**src/rtl/reg_int_pkg.sv**
```systemverilog
// Shared definitions for the reg_register_int_ctrl interrupt register block.
// Register map: 0 ENABLE (RW), 1 STATUS (W1C), 2 SET (W1S, reads 0), 3 PENDING (RO).
// No ports. Imported by reg_int_chan and reg_register_int_ctrl.
package reg_int_pkg;

  typedef logic [1:0] reg_int_addr_t;

  localparam reg_int_addr_t REG_INT_ADDR_ENABLE  = 2'd0;
  localparam reg_int_addr_t REG_INT_ADDR_STATUS  = 2'd1;
  localparam reg_int_addr_t REG_INT_ADDR_SET     = 2'd2;
  localparam reg_int_addr_t REG_INT_ADDR_PENDING = 2'd3;

endpackage

```
**src/rtl/reg_int_chan.sv**
```systemverilog
// Purpose: one interrupt channel - sticky status flop with W1C/W1S merge, enable flop.
// Latency: status/enable update on the edge the event or write is sampled.
// Backpressure: none; every event and write is absorbed in the cycle it arrives.
// Ports: clk, rst_n (async active-low); hw_event source; en_wr/en_dat enable write;
//        w1c/w1s per-channel clear/set strobes; enable/status current values;
//        enable_next/status_next the values about to be loaded (used for registered irq).
// Config: REG_INT_EDGE_EN selects rising-edge capture; default is level capture.
module reg_int_chan
  import reg_int_pkg::*;
(
  input  logic clk,
  input  logic rst_n,
  input  logic hw_event,
  input  logic en_wr,
  input  logic en_dat,
  input  logic w1c,
  input  logic w1s,
  output logic enable,
  output logic status,
  output logic enable_next,
  output logic status_next
);

  logic event_capture;

`ifdef REG_INT_EDGE_EN
  logic hw_event_d;

  always_ff @(posedge clk or negedge rst_n) begin
    if (!rst_n) hw_event_d <= 1'b0;
    else        hw_event_d <= hw_event;
  end

  // A held-high source sets status only on its rising edge, so W1C can clear it.
  assign event_capture = hw_event & ~hw_event_d;
`else
  // Level capture: a held-high source keeps re-setting status.
  assign event_capture = hw_event;
`endif

  // Set terms are OR'd after the clear so a same-cycle event/W1S wins over W1C.
  assign status_next = (status & ~w1c) | w1s | event_capture;
  assign enable_next = en_wr ? en_dat : enable;

  always_ff @(posedge clk or negedge rst_n) begin
    if (!rst_n) begin
      status <= 1'b0;
      enable <= 1'b0;
    end else begin
      status <= status_next;
      enable <= enable_next;
    end
  end

endmodule

```
**src/rtl/reg_register_int_ctrl.sv**
```systemverilog
// Purpose: NUM_CH-channel interrupt controller register block with aggregated irq.
// Latency: read data 1 clk after the read is sampled; irq and access strobes 1 clk after cause.
// Backpressure: none; the block accepts a bus access every cycle.
// Ports: clk, rst_n (async active-low); reg_wr_sel/reg_wr_rd/reg_addr/reg_wr_data bus;
//        reg_rd_out registered read data (held between reads); hw_event sources;
//        int_enable/int_status current registers; irq registered OR of status & enable;
//        reg_wr_pulse/reg_rd_pulse one-cycle access strobes.
// Config: define REG_INT_EDGE_EN for rising-edge event capture (default: level capture).
module reg_register_int_ctrl
  import reg_int_pkg::*;
#(
  parameter int REG_WIDTH = 32,
  parameter int NUM_CH    = 8
) (
  input  logic                 clk,
  input  logic                 rst_n,
  input  logic                 reg_wr_sel,
  input  logic                 reg_wr_rd,
  input  logic [1:0]           reg_addr,
  input  logic [REG_WIDTH-1:0] reg_wr_data,
  output logic [REG_WIDTH-1:0] reg_rd_out,
  input  logic [NUM_CH-1:0]    hw_event,
  output logic [NUM_CH-1:0]    int_enable,
  output logic [NUM_CH-1:0]    int_status,
  output logic                 irq,
  output logic                 reg_wr_pulse,
  output logic                 reg_rd_pulse
);

  logic                 wr_acc;
  logic                 rd_acc;
  logic                 en_wr;
  logic [NUM_CH-1:0]    wr_ch;
  logic [NUM_CH-1:0]    w1c_mask;
  logic [NUM_CH-1:0]    w1s_mask;
  logic [NUM_CH-1:0]    status_next;
  logic [NUM_CH-1:0]    enable_next;
  logic [REG_WIDTH-1:0] rd_data;
  logic                 unused_wr_bits;

  assign wr_acc = reg_wr_sel &  reg_wr_rd;
  assign rd_acc = reg_wr_sel & ~reg_wr_rd;

  // Data bits above NUM_CH are reserved and intentionally dropped.
  assign wr_ch          = reg_wr_data[NUM_CH-1:0];
  assign unused_wr_bits = ^reg_wr_data;

  assign en_wr    = wr_acc && (reg_addr == REG_INT_ADDR_ENABLE);
  assign w1c_mask = (wr_acc && (reg_addr == REG_INT_ADDR_STATUS)) ? wr_ch : '0;
  assign w1s_mask = (wr_acc && (reg_addr == REG_INT_ADDR_SET))    ? wr_ch : '0;

  for (genvar ch = 0; ch < NUM_CH; ch++) begin : g_chan
    reg_int_chan u_chan (
      .clk         (clk),
      .rst_n       (rst_n),
      .hw_event    (hw_event[ch]),
      .en_wr       (en_wr),
      .en_dat      (wr_ch[ch]),
      .w1c         (w1c_mask[ch]),
      .w1s         (w1s_mask[ch]),
      .enable      (int_enable[ch]),
      .status      (int_status[ch]),
      .enable_next (enable_next[ch]),
      .status_next (status_next[ch])
    );
  end

  // Read mux uses the pre-edge register values; reserved bits stay 0.
  always_comb begin
    rd_data = '0;
    case (reg_addr)
      REG_INT_ADDR_ENABLE:  rd_data[NUM_CH-1:0] = int_enable;
      REG_INT_ADDR_STATUS:  rd_data[NUM_CH-1:0] = int_status;
      REG_INT_ADDR_PENDING: rd_data[NUM_CH-1:0] = int_status & int_enable;
      default:              rd_data = '0;
    endcase
  end

  always_ff @(posedge clk or negedge rst_n) begin
    if (!rst_n) begin
      reg_rd_out   <= '0;
      irq          <= 1'b0;
      reg_wr_pulse <= 1'b0;
      reg_rd_pulse <= 1'b0;
    end else begin
      if (rd_acc) reg_rd_out <= rd_data;
      // Built from next-state values so irq tracks the registers with no extra lag.
      irq          <= |(status_next & enable_next);
      reg_wr_pulse <= wr_acc;
      reg_rd_pulse <= rd_acc;
    end
  end

endmodule

```
**config.mk**
```make
export PLATFORM = sky130hd
export DESIGN_NAME = reg_register_int_ctrl
export DESIGN_NICKNAME = d
export VERILOG_FILES = /design/src/rtl/reg_int_pkg.sv /design/src/rtl/reg_int_chan.sv /design/src/rtl/reg_register_int_ctrl.sv
export SDC_FILE = /design/constraint.sdc
export NUM_CORES = 1
export LEC_CHECK = 0
export BUFFER_PORTS_ARGS = -buffer_cell sky130_fd_sc_hd__buf_2
export CORE_ASPECT_RATIO = 0.8
export CORE_MARGIN = 1.5
export CORE_UTILIZATION = 38
export DETAILED_ROUTE_END_ITERATION = 16
export MAX_ROUTING_LAYER = met4
export PLACE_DENSITY_LB_ADDON = 0.2
export REMOVE_ABC_BUFFERS = 1
export SLEW_MARGIN = 10
export SYNTH_ARGS = -nofsm -noshare
export SYNTH_HDL_FRONTEND = slang
export SYNTH_SLANG_ARGS = --single-unit
export TNS_END_PERCENT = 100
```
**constraint.sdc**
```tcl
create_clock -name clk -period 1.3 [get_ports clk]
set_clock_uncertainty 0.1 [all_clocks]
set_input_delay 0 -clock clk [delete_from_list [all_inputs] [get_ports clk]]
set_output_delay 0 -clock clk [all_outputs]
set_load 0.005 [all_outputs]
```
==> results of run 1 <==
[report_power, final]
group / leakage (nW) / switching (mW) / internal (mW) / total (mW)
registers: 0.303 / 0.0751 / 0.946 / 1.02
clock network: 0.0255 / 0.274 / 0.215 / 0.489
logic: 0.606 / 0.246 / 0.308 / 0.553
total: 0.935 / 0.595 / 1.47 / 2.06
[logic make-up (layout without fill, tap and decap cells)]
kind of cell,count (synthesis),count (layout),share of synthesized area [%]
AOI/OAI and AO/OA,31,31,16.1
buffers and inverters,46,86,22.2
DFF,27,27,43.7
muxes,8,8,7.04
other,1,24,0.243
and+or+nand+nor,31,31,10.7
[state kept, by name, indices dropped and copies added, names as in the netlist]
name / cells
g_chan.u_chan.enable: 8
g_chan.u_chan.status: 8
reg_rd_out: 8
irq: 1
reg_rd_pulse: 1
reg_wr_pulse: 1
[metal layers]
metal	vias to the layer above	global-route usage [%]	share of wire (%)
met5	-	-	0
met2	65	25.5	45
met4	0	2.08	0
met1	551	22.0	45
met3	0	4.55	9.7
li1	568	-	-
[Yosys cell counts (2+ instances only)]
cell type  number
a22oi_2         2
buf_6           2
buf_4          41
mux2_4          5
or2b_1          3
a22oi_1         5
a32oi_1         5
nand2b_1        3
a221o_1         8
and2_1          2
nand2_1        16
mux2_2          3
o21ai_0         8
a21o_1          3
dfrtp_1        27
[metrics by stage]
| stage | TNS [ps] | setup slack, ps | util, % |
|---|---|---|---|
| floorplan | -2.48 | -2.48 | - |
| global placement | -217 | -210 | 44.1 |
| detailed placement | -238 | -227 | 44.1 |
| CTS | 0 | 28.0 | 50.2 |
| global route | -38.2 | -38.2 | 51.0 |
| finish | 0 | 46.4 | 51.0 |
[worst reg2reg max path: stages (launching register included)]
cell,delay (ps)
dfrtp_1,390
a221o_1,360
a22oi_2,180
nand4_1,110
[how the worst min path moves through the flow]
stage / startpoint / endpoint / slack [ps] / cells past startpoint
floorplan: rst_n / g_chan[0].u_chan.enable / -400 / 0
global placement: rst_n / reg_rd_pulse / -50 / 1
detailed placement: rst_n / reg_rd_out[6] / -50 / 1
CTS: reg_wr_data[6] / g_chan[6].u_chan.status / 90 / 3
global route: reg_wr_data[6] / g_chan[6].u_chan.status / 110 / 3
finish: reg_wr_data[6] / g_chan[6].u_chan.status / 110 / 3
[cell type report]
class / instances / area, um^2
clock inverter: 1 / 5.00
inverter: 1 / 3.75
clock buffer: 3 / 41.3
multi-input combinational: 94 / 638
tap: 55 / 68.8
sequential: 27 / 676
fill: 384 / 1890
timing repair buffer: 81 / 533
[timing repair]
action	4_1_cts	5_1_grt
gates resized for setup	2	3
hold buffers	18	0
pin swaps	0	4
endpoints found under the setup margin	1	3
hold endpoints to repair	45	0
buffers inserted	0	2
==> key figures, run 1 <==
Synth
  • Yosys reg bits: 27
  • EDFF count, synth: 0
  • Post-Syn Area per Cell: 10.7 um^2
  • Synth Instances: 144
  • Top post-synthesis cells by area: dfrtp_1 44%, buf_4 20%, a221o_1 5.2%, mux2_4 4.9%, nand2_1 3.9%
  • Synth warn: 0
  • Synth top area share: 43.7%
  • Sequential share of the synthesized area: 43.7%
  • Netlist cell types: 26
  • Mapped Area: 1550 um^2
  • Synth area leader: dfrtp_1
  • Post-synth ARST share: 100%
  • Top_reg_cell synth: dfrtp_1

CTS
  • TritonCTS clock tree: done
  • Clk sinks: 27
  • Clock transition at the registers of the reported paths: 100 ps
  • CTS buffer count: 3
  • CTS root buffer: clkbuf_8
  • Skew-Pair Late Insertion Delay: 270 ps
  • H-tree lvl count: 1
  • Max Root-Sink Buffers: 2

Floorplan
  • Core Region: 3850 um^2
  • Core Rows: 20
  • Die area: 4460 um^2
  • Die Width: 74.3 um
  • Initial Util: 40.1%
  • Die Y: 60.0 um
  • Top Ports: 97

STA
  • Final setup fails: 0
  • Relative slew slack: 59.2%
  • Tightest Pin Transition: 611 ps
  • Fin crit share: 96.4%
  • Hold_ws: 105 ps
  • RSZ-0062 raised after global routing: yes
  • Post-layout min period: 1250 ps
  • Fmax: 0.798 GHz
  • Final Hold Viols: 0
  • Final Max Slew Viols: 0

Final layout
  • Synthesis-to-finish area growth: 27.2%
  • Layout Cells excl Fill: 262
  • Commonest non-fill, non-tap cell in the layout: buf_2
  • Most frequent cells in the layout: 48 x buf_2, 27 x dfrtp_1, 24 x conb_1
  • N_diodes: 0
  • Final instance area: 1970 um^2
  • Layout Nets: 254
  • Share of cells above drive strength 1: 40.1%

Worst setup path
  • Internal reg-to-reg setup slack: 50 ps
  • Worst Setup EP: irq
  • Delay-heaviest family, CP: compound AO/OA/AOI/OAI gates
  • Crit path launch type: flop
  • CP Data Arrival Time: 1310 ps
  • R2R Path Start: g_chan[5].u_chan.status
  • Capture point of the worst reg-to-reg path: irq
  • Crit path cell chain: a221o_1, a22oi_2, nand4_1
  • Crit path max-delay cell type: dfrtp_1
  • Worst endpoint required time: 1360 ps
  • Slowest stage delay, CP: 390 ps
  • CP Capture Type: flop
  • Critical path class: flop to flop
  • R2r worst-path depth: 3
  • Critical path origin: g_chan[5].u_chan.status
  • WP buf/inv: 0
  • Critical path peak fanout: 2
  • WP depth: 3

Global routing
  • GRT Resource Usage Total: 16.4%
  • Vias in the first global route: 1073
  • Largest net degree at the start of global routing: 28
  • Initial antenna violation count: 0
  • Overflow after GRT: 0
  • First-pass GRT wire length: 5200 um

Min path
  • Hold WC Path Type: input port to flop

Route
  • Post-DR vias/cell: 4.52
  • WL final: 3430 um
  • Detailed Routing Iterations Pass 1: 4
  • Drt drc: 0
  • Vias: 1184
  • Drt wl/cell: 13.1 um
  • DRT antenna net count: 0
  • Starting DRT DRC Count: 47

Placed design
  • Dpl hpwl: 2640 um
  • Port bufs: 48
  • Placed Area: 1700 um^2
  • GPL Wtd Cong: 0.811
  • # placed instances: 238

Power
  • Power Density: 1050 nW/um^2
  • P_leak: 0.935 nW
  • Max VDD drop: 0.643 mV
  • Total power: 2.06 mW

Job
  • Max Cap Viol: 0

Outcome
  • Outcome: complete, no violations
Note: power is estimated with default switching activity, not from simulation.
==> run 2: changes to the inputs <==
- SETUP_SLACK_MARGIN: not set -> 0.3
==> run 2 against run 1 <==
Net effect: the run now ends with negative hold slack left; register-to-register slack is essentially flat; maximum frequency shrank 0.25%; sequential power is essentially flat; via count decreased by 2.2%; critical path depth did not move; clock-buffer cell count is the same; critical endpoint unchanged; largest power group unchanged.
==> key figures, run 2 (synthesis results as in run 1) <==
Power
  • Sequential power share: 47.7% (-1.8 points)
  • NetSw: 619 uW (+4.0%)
  • Power Density: 1070 nW/um^2 (+2.1%)
  • P_leak: 0.958 nW (+2.5%)
  • Total power: 2.14 mW (+3.9%)
  • Clock Power Share: 22.5% (-1.2 points)
  • Switch share: 28.8% (about the same)
  • Pint: 1.53 mW (+3.9%)
  • Comb power frac: 29.8% (+3.0 points)
  • Max VDD drop: 0.661 mV (+2.8%)

Final layout
  • Most frequent cells in the layout: 39 x buf_2, 27 x dfrtp_1, 24 x conb_1
  • Fill cell count: 380 (-1.0%)
  • Share of cells above drive strength 1: 48.7% (+8.6 points)
  • Core Util, Final: 51.9% (+0.91 points)
  • Commonest non-fill, non-tap cell in the layout: buf_2
  • Regs by FF count: g_chan.u_chan.enable (8), g_chan.u_chan.status (8), reg_rd_out (8)
  • Synthesis-to-finish area growth: 29.5%
  • Layout Nets: 246 (-3.1%)
  • N_diodes: 0 (unchanged)

Global routing
  • M1 GR Usage: 23.1% (+1.0 points)
  • Initial antenna violation count: 0 (unchanged)
  • Gr busiest metal: met2
  • Met3 Use GR: 4.55% (unchanged)
  • GR Util met2: 27.2% (+1.7 points)
  • Vias in the first global route: 1132 (+5.5%)
  • Overflow after GRT: 0 (unchanged)
  • Largest net degree at the start of global routing: 28 (unchanged)
  • First-pass GRT wire length: 5530 um (+6.4%)
  • GRT Resource Usage Total: 17.3% (+0.92 points)

Floorplan
  • Die Width: 74.3 um (unchanged)
  • Core Rows: 20 (unchanged)
  • Die Y: 60.0 um (unchanged)
  • Initial Util: 40.1% (unchanged)
  • Core Region: 3850 um^2 (unchanged)
  • Top Ports: 97 (unchanged)
  • Die area: 4460 um^2 (unchanged)

Worst setup path
  • CP Data Arrival Time: 1310 ps (about the same)
  • Critical path peak fanout: 2 (unchanged)
  • Capture point of the worst reg-to-reg path: irq
  • R2R Path Start: g_chan[5].u_chan.status
  • Internal reg-to-reg setup slack: 40 ps (about the same)
  • Crit path launch type: flop
  • CP Capture Type: flop
  • Critical path class: flop to flop
  • R2r worst-path depth: 3 (unchanged)
  • Worst endpoint required time: 1350 ps (about the same)

Placed design
  • GPL Wtd Cong: 0.811 (unchanged)
  • Port bufs: 48 (unchanged)
  • Dpl hpwl: 2640 um (unchanged)

Route
  • Drt drc: 0 (unchanged)
  • Drt wl/cell: 13.9 um (+6.6%)
  • Detailed Routing Iterations Pass 1: 4 (unchanged)
  • Starting DRT DRC Count: 50 (+6.4%)
  • DRT antenna net count: 0 (unchanged)
  • WL final: 3540 um (+3.4%)
  • Vias: 1158 (-2.2%)
  • Post-DR vias/cell: 4.56 (+0.88%)

CTS
  • Skew-Pair Late Insertion Delay: 270 ps (about the same)
  • TritonCTS clock tree: done
  • CTS root buffer: clkbuf_8
  • CTS buffer count: 3 (unchanged)
  • Hold-fix buffers at CTS: 6 (-12)
  • Clock transition at the registers of the reported paths: 100 ps (about the same)
  • H-tree lvl count: 1 (unchanged)
  • Clk sinks: 27 (unchanged)
  • Max Root-Sink Buffers: 2 (unchanged)

STA
  • Hold_ws: -136 ps (-241 ps)
  • Relative slew slack: 59.0% (-0.20 points)
  • Fin crit share: 96.7% (+0.24 points)
  • Tightest Pin Transition: 615 ps (+3.05 ps)
  • Final Max Slew Viols: 0 (unchanged)
  • Setup TNS: 0 ps (unchanged)
  • RSZ-0062 raised after global routing: yes
  • Final setup fails: 0 (unchanged)
  • Post-layout min period: 1260 ps (+3.16 ps)
  • Final Hold Viols: 17 (+17)
  • Fmax: 0.796 GHz (-0.25%)

Min path
  • Hold Path End: g_chan[3].u_chan.status
  • Hold Crit Start: hw_event[3]
  • Hold depth: 2 (-1)
  • Hold WC Path Type: input port to flop

Job
  • Max Cap Viol: 0 (unchanged)

Outcome
  • Violated checks: negative hold slack
  • Outcome: complete, but fails checks
run 2: cell types whose count changed in the layout (fill, tap and decap cells not counted), moves of 2 or more:
cell and delta:
buf_6 +21, dlygate4sd3_1 -16, buf_2 -9, o21ai_0 -7
o21ai_1 +7, buf_4 -4, a22oi_1 -2, a22oi_2 +2
a32oi_1 -2, a32oi_2 +2
run 2: through the flow:
stage	worst slack, ps	cells	cell area, um^2
after floorplan	-2.48	122	1290
after global placement	-210	238	1700
after detailed placement	-227	238	1700
after CTS	53.8	255	1930
after global routing	-18.0	254	2000
final	43.2	254	2000
run 2: critical path, cell delays in order (launching register included):
cell and delay [ps]:
dfrtp_1 410, a221o_1 340, a22oi_2 180, nand4_1 110
run 2: final cells by class:
cell class                 count  area [um^2]  share of cell area (%)
sequential                    27          676                    33.8
multi-input combinational     94          672                    33.6
timing repair buffer          73          534                    26.7
tap                           55         68.8                    3.44
clock buffer                   3         41.3                    2.06
clock inverter                 1         5.00                   0.250
inverter                       1         3.75                   0.188
run 2: worst max-delay path by stage:
stage,startpoint,endpoint,slack (ps),cells past startpoint
after global routing,g_chan[6].u_chan.status,irq,-20,3
after detailed placement,reg_addr[1],irq,-230,6
final,g_chan[5].u_chan.status,irq,40,3
after floorplan,reg_addr[0],irq,-2,5
after global placement,reg_addr[1],irq,-210,6
after CTS,g_chan[6].u_chan.status,irq,50,3
run 2: timing repair:
action	CTS	global route
setup endpoints to repair	15	25
pin swaps	9	5
resized for setup	22	17
hold endpoints to repair	44	15
buffers inserted	7	3
run 2: power groups by stage:
stage | logic [mW] | clock network, mW | registers (mW)
2_1_floorplan | 0.229 | 0 | 1.04
5_1_grt | 0.702 | 0.534 | 1.04
6_report | 0.640 | 0.482 | 1.02
3_5_place_dp | 0.485 | 0 | 1.04
4_1_cts | 0.585 | 0.496 | 1.02
3_3_place_gp | 0.481 | 0 | 1.03
run 2: routing by layer:
layer,up-vias,routed length [um]
li1,552,-
met1,537,1570
met2,69,1610
met3,0,362
met4,0,0
met5,-,0
==> run 3: changes to the inputs <==
- CORE_UTILIZATION: 38 -> 40
- CTS_BUF_LIST: not set -> sky130_fd_sc_hd__clkbuf_8
==> run 3 against run 2 <==
Net effect: the flow still finishes with violations (negative hold slack); worst setup slack improved by 22 ps; largest power group unchanged; flip-flop and latch count is the same; core utilization up 3.5 points; via count grew 2.8%; sequential power hardly changed; critical endpoint unchanged; clock power decreased by 4%; first-iteration DRC count up 38%.
==> key figures, run 3 (synthesis results as in run 1) <==
Final layout
  • Seq. cell area: 676 um^2 (unchanged)
  • Core Util, Final: 55.4% (+3.5 points)
  • Fill cell count: 313 (-18%)
  • Regs by FF count: g_chan.u_chan.enable (8), g_chan.u_chan.status (8), reg_rd_out (8)
  • Multi-input gate area: 656 um^2 (-2.4%)
  • Most frequent cells in the layout: 37 x buf_2, 27 x dfrtp_1, 24 x conb_1
  • N_diodes: 0 (unchanged)
  • Share of cells above drive strength 1: 46.0% (-2.8 points)
  • Layout Nets: 245 (-0.41%)
  • Synthesis-to-finish area growth: 27.8%
  • Commonest non-fill, non-tap cell in the layout: buf_2
  • Final instance area: 1970 um^2 (-1.3%)
  • Layout Cells excl Fill: 240 (-5.5%)

Power
  • P_leak: 0.964 nW (+0.57%)
  • Comb power frac: 29.3% (-0.5 points)
  • Power Density: 1070 nW/um^2 (-0.48%)
  • Max VDD drop: 0.558 mV (-15%)
  • Total power: 2.11 mW (-1.8%)
  • Sequential power share: 48.6% (+0.9 points)
  • Pint: 1.52 mW (-0.66%)
  • Switch share: 28.0% (-0.82 points)
  • Clock Power Share: 22.1% (-0.4 points)
  • NetSw: 590 uW (-4.6%)

Route
  • DRT antenna net count: 0 (unchanged)
  • Drt wl/cell: 14.3 um (+2.4%)
  • Vias: 1190 (+2.8%)
  • Post-DR vias/cell: 4.96 (+8.8%)
  • Drt drc: 0 (unchanged)
  • Starting DRT DRC Count: 69 (+38%)
  • WL final: 3430 um (-3.2%)
  • Detailed Routing Iterations Pass 1: 4 (unchanged)

Floorplan
  • Top Ports: 97 (unchanged)
  • Die Width: 72.5 um (-2.4%)
  • Die area: 4250 um^2 (-4.8%)
  • Core Region: 3570 um^2 (-7.5%)
  • Core Rows: 19 (-5.0%)
  • Initial Util: 43.3% (+3.2 points)
  • Die Y: 58.6 um (-2.4%)

Placed design
  • Dpl hpwl: 2530 um (-4.2%)
  • # placed instances: 224 (-5.9%)
  • Place WS: -158 ps (+69.4 ps)
  • GPL Wtd Cong: 0.785 (-3.3%)
  • Placed Area: 1680 um^2 (-1.4%)
  • Port bufs: 48 (unchanged)

STA
  • Fin crit share: 95.0% (-1.7 points)
  • Post-layout min period: 1240 ps (-21.7 ps)
  • Final Hold Viols: 15 (-2)
  • Fmax: 0.810 GHz (+1.8%)
  • Final setup margin: 65.0 ps (+21.7 ps)
  • Relative slew slack: 58.0% (-1.1 points)
  • Tightest Pin Transition: 631 ps (+16.0 ps)
  • Final setup fails: 0 (unchanged)
  • RSZ-0062 raised after global routing: yes
  • Final Max Slew Viols: 0 (unchanged)
  • Hold_ws: -124 ps (+11.3 ps)
  • Setup TNS: 0 ps (unchanged)

CTS
  • Skew-Pair Late Insertion Delay: 270 ps (about the same)
  • CTS root buffer: clkbuf_8
  • H-tree lvl count: 1 (unchanged)
  • TritonCTS clock tree: done
  • CTS buffer count: 3 (unchanged)
  • Max Root-Sink Buffers: 2 (unchanged)
  • Clk sinks: 27 (unchanged)
  • Clock transition at the registers of the reported paths: 90 ps (about the same)

Min path
  • Hold Crit Start: hw_event[1]
  • Hold Path End: g_chan[1].u_chan.status
  • Hold depth: 2 (unchanged)
  • Hold WC Path Type: input port to flop

Global routing
  • Initial antenna violation count: 0 (unchanged)
  • Largest net degree at the start of global routing: 28 (unchanged)
  • First-pass GRT wire length: 5530 um (-0.13%)
  • Overflow after GRT: 0 (unchanged)
  • Vias in the first global route: 1132 (unchanged)
  • GRT Resource Usage Total: 17.6% (+0.34 points)

Worst setup path
  • Critical path peak fanout: 3 (+1)
  • CP Capture Type: flop
  • Worst endpoint required time: 1350 ps (about the same)
  • R2r worst-path depth: 3 (unchanged)
  • Crit path launch type: input port
  • Critical path class: input port to flop
  • Capture point of the worst reg-to-reg path: irq
  • R2R Path Start: g_chan[6].u_chan.enable
  • Internal reg-to-reg setup slack: 60 ps (+20 ps)
  • CP Data Arrival Time: 1280 ps (-30 ps)

Outcome
  • Violated checks: negative hold slack
  • Outcome: complete, but fails checks

Job
  • Max Cap Viol: 0 (unchanged)
==> run 3: cell count changes in the layout (fill, tap and decap cells not counted), moves of 2 or more <==
cell / delta
buf_4: -2
a32oi_2: -3
buf_2: -2
buf_6: +2
a32oi_1: +3
==> run 3: area by class of cell <==
type,count,area share [%]
flip-flops and latches,27,34.2
multi-input cells,94,33.2
repair buffers,72,27.4
well taps,42,2.66
clock buffers,3,2.09
clock inverters,1,0.190
inverters,1,0.190
==> run 3: worst max-delay path by stage <==
stage / startpoint / slack, ps / to
finish: reg_wr_data[4] / 60 / irq
global route: g_chan[1].u_chan.status / -5 / irq
CTS: g_chan[6].u_chan.enable / 80 / irq
detailed placement: reg_addr[1] / -160 / irq
global placement: reg_wr_sel / -130 / irq
floorplan: reg_addr[0] / -2 / irq
==> run 3: per-layer routing <==
layer	track usage [%]	vias to the layer above	wire, um
met5	-	-	0
met4	2.16	0	0
met3	5.14	0	262
met2	26.3	70	1590
met1	24.7	570	1570
li1	-	550	-
==> run 3: power groups by stage <==
stage               Combinational [mW]  Sequential (mW)  Clock (mW)
CTS                              0.553             1.02       0.484
floorplan                        0.229             1.04           0
global route                     0.686             1.04       0.530
finish                           0.616             1.02       0.465
global placement                 0.474             1.03           0
detailed placement               0.477             1.04           0
==> run 3: timing repair <==
action / in CTS / in global routing
gates resized for setup: 15 / 23
endpoints found under the setup margin: 13 / 21
pin swaps: 8 / 3
setup buffers: 7 / 2
hold endpoints to repair: 45 / 16
hold buffers: 3 / 1
==> run 3: critical path, cell delays in order <==
cell	delay, ps
buf_2	80
dlygate4sd3_1	590
nand2_1	70
a221o_1	320
a22oi_2	140
nand4_1	90
